==> src/rtl/hazard_ctrl_multi.sv <==
`default_nettype none
// ============================================================================
// hazard_ctrl_multi : EX operand forwarding, load-use stall sequencer and
//                     long-latency register scoreboard.   Rev 1.0
// ============================================================================
module hazard_ctrl_multi #(
    parameter int NUM_SRC    = 2,
    parameter int AW         = 5,
    parameter int LOAD_STALL = 1
) (
    input  logic                  clk,
    input  logic                  rst,
    input  logic                  ex_mem_we,
    input  logic [AW-1:0]         ex_mem_waddr,
    input  logic                  mem_wb_we,
    input  logic [AW-1:0]         mem_wb_waddr,
    input  logic                  wb_we,
    input  logic [AW-1:0]         wb_waddr,
    input  logic [NUM_SRC*AW-1:0] id_ex_raddr,
    input  logic                  id_ex_we,
    input  logic                  id_ex_is_load,
    input  logic [AW-1:0]         id_ex_waddr,
    input  logic [NUM_SRC*AW-1:0] if_id_raddr,
    input  logic [NUM_SRC-1:0]    if_id_rvalid,
    input  logic                  if_id_we,
    input  logic [AW-1:0]         if_id_waddr,
    input  logic                  mdu_issue,
    input  logic [AW-1:0]         mdu_waddr,
    input  logic                  mdu_done,
    input  logic [AW-1:0]         mdu_done_addr,
    input  logic                  flush,
    output logic [NUM_SRC*2-1:0]  forward,
    output logic                  stall,
    output logic                  bubble,
    output logic [2**AW-1:0]      busy
);

    localparam int         NREG       = 2**AW;
    localparam logic [2:0] STALL_INIT = 3'(LOAD_STALL - 1);

    typedef enum logic [0:0] {
        IDLE      = 1'b0,
        LOAD_WAIT = 1'b1
    } state_t;

    state_t          state;
    logic [2:0]      cnt;
    logic            load_hit;
    logic            load_src_match;
    logic            sb_hit;
    logic [NREG-1:0] busy_nxt;

    always_comb begin
        forward = '0;
        for (int i = 0; i < NUM_SRC; i++) begin
            if (ex_mem_we && ex_mem_waddr != '0 && ex_mem_waddr == id_ex_raddr[i*AW +: AW])
                forward[2*i +: 2] = 2'b01;
            else if (mem_wb_we && mem_wb_waddr != '0 && mem_wb_waddr == id_ex_raddr[i*AW +: AW])
                forward[2*i +: 2] = 2'b10;
            else if (wb_we && wb_waddr != '0 && wb_waddr == id_ex_raddr[i*AW +: AW])
                forward[2*i +: 2] = 2'b11;
        end
    end

    // RAW against the in-flight load and against any pending long-latency result
    always_comb begin
        load_src_match = 1'b0;
        sb_hit         = 1'b0;
        for (int i = 0; i < NUM_SRC; i++) begin
            if (if_id_rvalid[i] && if_id_raddr[i*AW +: AW] == id_ex_waddr)
                load_src_match = 1'b1;
            if (if_id_rvalid[i] && busy[if_id_raddr[i*AW +: AW]])
                sb_hit = 1'b1;
        end
        if (if_id_we && if_id_waddr != '0 && busy[if_id_waddr])
            sb_hit = 1'b1;
        load_hit = id_ex_we && id_ex_is_load && (id_ex_waddr != '0) && load_src_match;
    end

    assign stall  = !flush && (load_hit || state == LOAD_WAIT || sb_hit);
    assign bubble = stall;

    // The detection cycle is the first stall cycle, so the wait covers LOAD_STALL-1 more
    always_ff @(posedge clk or posedge rst) begin
        if (rst) begin
            state <= IDLE;
            cnt   <= 3'd0;
        end else begin
            case (state)
                IDLE: begin
                    if (load_hit && !flush && (LOAD_STALL > 1)) begin
                        state <= LOAD_WAIT;
                        cnt   <= STALL_INIT;
                    end
                end
                LOAD_WAIT: begin
                    if (flush) begin
                        state <= IDLE;
                        cnt   <= 3'd0;
                    end else begin
                        cnt <= cnt - 3'd1;
                        if (cnt == 3'd1)
                            state <= IDLE;
                    end
                end
                default: begin
                    state <= IDLE;
                    cnt   <= 3'd0;
                end
            endcase
        end
    end

    // Set is applied after clear so a same-address issue wins over completion
    always_comb begin
        busy_nxt = busy;
        if (mdu_done)
            busy_nxt[mdu_done_addr] = 1'b0;
        if (mdu_issue && mdu_waddr != '0)
            busy_nxt[mdu_waddr] = 1'b1;
        busy_nxt[0] = 1'b0;
    end

    always_ff @(posedge clk or posedge rst) begin
        if (rst)
            busy <= '0;
        else
            busy <= busy_nxt;
    end

endmodule
`default_nettype wire

==> config.mk <==
export PLATFORM = sky130hd
export DESIGN_NAME = hazard_ctrl_multi
export DESIGN_NICKNAME = d
export VERILOG_FILES = /design/src/rtl/hazard_ctrl_multi.sv
export SDC_FILE = /design/constraint.sdc
export NUM_CORES = 1
export LEC_CHECK = 0
export CAP_MARGIN = 20
export CELL_PAD_IN_SITES_DETAIL_PLACEMENT = 0
export CELL_PAD_IN_SITES_GLOBAL_PLACEMENT = 1
export CORE_MARGIN = 2
export CORE_UTILIZATION = 34
export DETAILED_ROUTE_END_ITERATION = 16
export MAX_ROUTING_LAYER = met4
export PLACE_DENSITY_LB_ADDON = 0.1
export SETUP_SLACK_MARGIN = 0.15
export SYNTH_ARGS = -nofsm -noshare
export SYNTH_HDL_FRONTEND = slang
export SYNTH_SLANG_ARGS = --single-unit
==> constraint.sdc <==
create_clock -name clk -period 2.9 [get_ports clk]
set_input_delay 0.29 -clock clk [delete_from_list [all_inputs] [get_ports clk]]
set_output_delay 0.29 -clock clk [all_outputs]
set_load 0.005 [all_outputs]
==> results of run 1 <==
## worst min-delay path by stage
stage	to	slack, ns	depth (start not counted)
finish	cnt[1]$_DFFE_PP0P_	0.39	3
global route	cnt[1]$_DFFE_PP0P_	0.47	3
CTS	cnt[1]$_DFFE_PP0P_	0.41	3
detailed placement	state$_DFF_PP0_	0.55	2
global placement	state$_DFF_PP0_	0.53	2
floorplan	cnt[2]$_DFFE_PP0P_	0.38	1
## what timing repair did
item	CTS	global route
setup buffers	2	1
gates cloned	1	0
endpoints found under the setup margin	3	4
pin swaps	1	3
gates resized for setup	18	6
## through the flow
step	total power (uW)	TNS, ns	setup slack, ns	utilization [%]
after detailed placement	1700	-0.816	-0.412	52.5
after global routing	2180	0	0.120	54.0
after floorplan	1060	0	0.517	-
after global placement	1690	-0.646	-0.323	52.5
after CTS	2060	0	0.198	53.8
final	2060	0	0.202	54.0
## cell usage in the layout (no fill, tap or decap), types with 2 or more instances in the layout
master,instances
buf_6,3
buf_4,35
nand3b_1,11
mux2i_1,13
nor2b_1,4
inv_1,4
mux4_1,3
nand4_1,3
buf_12,2
mux4_2,15
dfrtp_1,35
ha_1,2
or4_1,6
xnor2_1,30
clkbuf_8,5
or3_1,4
nor2_1,6
nor4b_1,2
mux2_2,4
nor4_1,2
buf_2,2
nor3_1,2
a21boi_0,2
nand3_1,14
a21oi_1,7
xor2_1,10
o21ai_0,67
or3b_2,4
o22ai_1,2
nand2_1,15
clkdlybuf4s50_1,99
nand2b_1,2
dlygate4sd2_1,2
a22oi_1,2
## logic make-up (layout without fill, tap and decap cells)
family | after synthesis | count (layout) | share of synthesized area (%)
xor+xnor | 40 | 40 | 12.1
buf+inv | 13 | 157 | 2.30
simple gates | 79 | 79 | 16.0
flops | 35 | 35 | 30.3
compound gates | 91 | 91 | 17.2
other cells | 1 | 1 | 0.130
mux | 35 | 35 | 21.0
fa+ha+maj | 2 | 2 | 0.867
## cell type report
class / instances / area, um^2
flip-flops and latches: 35 / 876
clock buffers: 6 / 72.6
well taps: 105 / 131
inverters: 4 / 15.0
fillers: 771 / 3780
clock inverters: 2 / 12.5
multi-input cells: 248 / 1940
repair buffers: 145 / 1390
## report_power, final
group,internal [uW],switching (uW),leakage [uW]
clock network,168,182,0.0000412
registers,589,108,0.000420
logic,611,404,0.00124
total,1370,695,0.00170
## flip-flops by register name (all words and copies together) (netlist names)
register / count
busy: 31
state: 1
cnt: 3
## worst max-delay path, cell delays in order, from the launching register on
cell and delay (ns):
dfrtp_1 0.39, buf_4 0.14, mux4_2 0.45, mux4_2 0.48
nor2b_1 0.13, nor4b_1 0.06, or3_4 0.34, buf_2 0.14
## per-layer routing
layer	up-vias	track usage, %	share of wire [%]
li1	1424	-	-
met1	1523	33.4	46
met2	114	37.7	48
met3	6	3.52	5.6
met4	0	4.05	0.58
met5	-	-	0
==> metrics.txt, run 1 <==
Tcrit/Tclk final 93.0%; Reg2Reg Setup Slack 1.88 ns; hold buffers post-CTS 0; FMAX 0.371 GHz; CTS H-Tree Depth 2; share of layout cells above drive strength 1 17.3%; Die H 96.1 um; status finished clean; CTS tree done; Max Slew Vio Count 0; Area Overhead vs Synth 53.7%; RR Endpoint cnt[2]$_DFFE_PP0P_; Initial Utilization 35.1%; CTS root buffer clkbuf_8; Syn Nets 366; Chip Width 96.1 um; hpwl dp 8440 um; Placer Congestion 0.915; Final Hold Vio Count 0; dpl cell area 0.00431 mm^2; Setup Skew 0.000263 ns; CP endpoint bubble; initial antenna violation count 0; Core Area 0.00822 mm^2; # setup viols final 0; largest cells by area after synthesis dfrtp_1 30%, o21ai_0 12%, xnor2_1 9.1%; Distinct cells, synth 44; CP arrival 2.41 ns; Design Area, Final 0.00444 mm^2; diode count 0; die area 0.00924 mm^2; remaining antenna violation count 0; crit path max fanout 2; CP startpoint kind flop; clock sink count 35; DR iter-0 viols 150; Pre-antenna DRT Iters 4; Mapped Cells 296; clk_lat worst skew 0.29 ns; share of the synthesized area in the top cell type 30.3%; Clock transition at path regs 0.08 ns; top-count cell post-synth o21ai_0; Worst Hold Class primary input to async pin; # DRC 0; Required @ worst endpoint 2.61 ns; area leader, netlist dfrtp_1; worst reg2reg startpoint cnt[0]$_DFFE_PP0P_; Post-synth top cells 69 x o21ai_0, 35 x dfrtp_1, 30 x xnor2_1; nets@finish 509; min cycle time layout 2.70 ns; number of CTS-inserted buffers 5; via count 3067; pin count of the biggest net entering global routing 36; total gr overflow 0; first-pass GRT wire length 16100 um; Leak 0.00170 uW; post-DR wirelength/cell 19.6 um; synthesis-stage register bit count 35; sequential fraction of the synthesis area 30.3%; number of synthesized flops with an enable pin 0; Std-Cell Rows 33; WL final 10700 um; unrepaired setup endpoints after global routing yes; number of global-route vias before repair 2952; Synth Warn # 0; dpl cells 533; crit path from busy[20]$_DFF_PP0_; max-cap violations 0; Pwr Density 465 mW/mm^2; WHS 0.393 ns; Peak VDD IR 0.000252 V; Port-buffer cells 104; Worst Reg-to-Reg Cells 5; Mean Syn Cell Area 9.75 um^2; asr flop ratio synth 100%; post-route insts no fill 545; Avg Vias per Cell 5.63; Main synth FF type dfrtp_1; kind of critical path flop to output port; CP endpoint kind output port; total track usage 24.0%; I/O pin count 106; Post-Synthesis Cell Area 0.00289 mm^2; CTS max path bufs 2
No activity file was read; power rests on OpenSTA's default activity.
==> run 2, diff against run 1 <==
Settings changed: RECOVER_POWER from default to 100.
==> metrics.txt, run 2 (synthesis gave the netlist of run 1 again) <==
Setup Skew 0.000253 ns (-0.0000101 ns); Comb power frac 47.8% (-1.4 points); hold wc startpoint cnt[2]$_DFFE_PP0P_; CTS tree done; # setup viols final 0 (unchanged); Reg2Reg Setup Slack 1.88 ns (about the same); # fillers 786 (+1.9%); post-route insts no fill 545 (unchanged); post-DR wirelength/cell 19.6 um (about the same); # DRC 0 (unchanged); slew margin rel. -26.6%; number of global-route vias before repair 2952 (unchanged); share of layout cells above drive strength 1 14.8% (-2.5 points); via count 3048 (-0.62%); Clock power frac 17.5% (+0.5 points); Crit path max-delay family multiplexers; crit path from busy[20]$_DFF_PP0_; CTS max path bufs 2 (unchanged); hold buffers post-CTS 0 (unchanged); total gr overflow 0 (unchanged); max-cap violations 1 (+1); Endpoint, Worst Hold state$_DFF_PP0_; unrepaired setup endpoints after global routing yes; initial antenna violation count 0 (unchanged); largest reg by FF count busy; Core Area 0.00822 mm^2 (unchanged); Least-Margin Pin Slew 1.90 ns; Leak 0.00170 uW (-0.10%); Sw Pwr 689 uW (-0.77%); WHS Path Cells 2; WL final 10700 um (about the same); CP endpoint kind output port; clk_lat worst skew 0.29 ns (about the same); fin util 53.5% (-0.53 points); first-pass GRT wire length 16100 um (unchanged); Max Slew Vio Count 36 (+36); Die H 96.1 um (unchanged); number of CTS-inserted buffers 5 (unchanged); crit path max fanout 2 (unchanged); Pre-antenna DRT Iters 4 (unchanged); CTS root buffer clkbuf_8; Required @ worst endpoint 2.61 ns (about the same); Port-buffer cells 104 (unchanged); FMAX 0.368 GHz (-0.76%); Avg Vias per Cell 5.59 (-0.62%); RR Endpoint cnt[2]$_DFFE_PP0P_; Post-Place Worst Slack -0.412 ns (unchanged); CTS H-Tree Depth 2 (unchanged); Final Total Pwr 2000 uW (-3.0%); nets@finish 509 (unchanged); Flop pwr share 34.8% (+1.0 points); remaining antenna violation count 0 (unchanged); Sw Ratio 34.5% (+0.78 points); total track usage 24.0% (unchanged); clock sink count 35 (unchanged); CP startpoint kind flop; hpwl dp 8440 um (unchanged); worst path bufs/invs 2 (unchanged); Std-Cell Rows 33 (unchanged); Placer Congestion 0.915 (unchanged); die area 0.00924 mm^2 (unchanged); DR iter-0 viols 161 (+7.3%); CP arrival 2.43 ns (+0.02 ns); kind of critical path flop to output port; worst reg2reg startpoint cnt[0]$_DFFE_PP0P_; commonest non-fill, non-tap cells in the layout 68 x clkdlybuf4s50_1, 67 x o21ai_0, 35 x dfrtp_1; failing checks capacitance limit, slew limit; status complete, but fails checks; Initial Utilization 35.1% (unchanged); dpl cells 533 (unchanged); Final Hold Vio Count 0 (unchanged); I/O pin count 106 (unchanged); Chip Width 96.1 um (unchanged); min cycle time layout 2.72 ns (+0.0208 ns); Crit-path slowest cell mux4_2; pin count of the biggest net entering global routing 36 (unchanged); max FFs per register 31 (unchanged); critical-path cell list buf_4 > mux4_2 > mux4_2 > nor2b_1 > nor4b_1 > or3_1 > buf_2; Clock transition at path regs 0.08 ns (about the same); Worst Reg-to-Reg Cells 5 (unchanged); peak per-stage delay on the critical path 0.48 ns (about the same); biggest regs busy x31, cnt x3, state x1; Worst Hold Class flop to flop; diode count 0 (unchanged); Pwr Density 455 mW/mm^2 (-2.1%); Tcrit/Tclk final 93.8% (+0.72 points); Area Overhead vs Synth 52.2%; most common cell after layout, fill and taps aside clkdlybuf4s50_1; P_int 1310 uW (-4.2%); crit-path most repeated cell mux4_2; Peak VDD IR 0.000246 V (-2.2%); final worst slack 0.181 ns (-0.0208 ns)
-- run 2: power groups by stage --
stage               logic, uW  clock network, uW  registers, uW
finish                    956                349            696
global route             1030                381            703
CTS                      1010                359            692
detailed placement        998                  0            698
global placement          986                  0            700
floorplan                 358                  0            697
-- run 2: routing by layer --
layer | part of all wire [%] | global-route usage [%] | vias up | wire length, um
li1 | - | - | 1421 | -
met1 | 44 | 33.4 | 1492 | 4740
met2 | 48 | 37.7 | 129 | 5150
met3 | 7.0 | 3.52 | 6 | 745
met4 | 0.58 | 4.05 | 0 | 62
met5 | 0 | - | - | 0
-- run 2: area by class of cell --
class,instances,area (um^2),share of cell area [%]
repair buffers,145,1360,30.9
multi-input cells,248,1930,43.9
clock buffers,6,72.6,1.65
inverters,4,15.0,0.342
clock inverters,2,12.5,0.285
flip-flops and latches,35,876,19.9
well taps,105,131,2.99
-- run 2: how the worst max path moves through the flow --
stage	end	slack, ns	cells after the start
floorplan	stall	0.52	7
global placement	bubble	-0.32	7
detailed placement	bubble	-0.41	7
CTS	bubble	0.20	6
global route	stall	0.07	8
finish	stall	0.18	7
-- run 2: worst min-delay path, cell delays in order, from the launching register on --
cell and delay, ns:
dfrtp_1 0.33, inv_1 0.07, a21oi_1 0.13
-- run 2: what timing repair did --
item                       CTS  global route
resized for setup           18             6
setup buffers                2             1
cloned                       1             0
setup endpoints to repair    3             4
pin swaps                    1             3
-- run 2: metrics by stage --
stage / instance area [um^2] / hold WS, ns / TNS, ns
2_1_floorplan: 2890 / 0.379 / 0
3_3_place_gp: 4310 / 0.533 / -0.646
3_5_place_dp: 4310 / 0.552 / -0.816
4_1_cts: 4420 / 0.406 / 0
5_1_grt: 4390 / 0.608 / 0
6_report: 4390 / 0.566 / 0
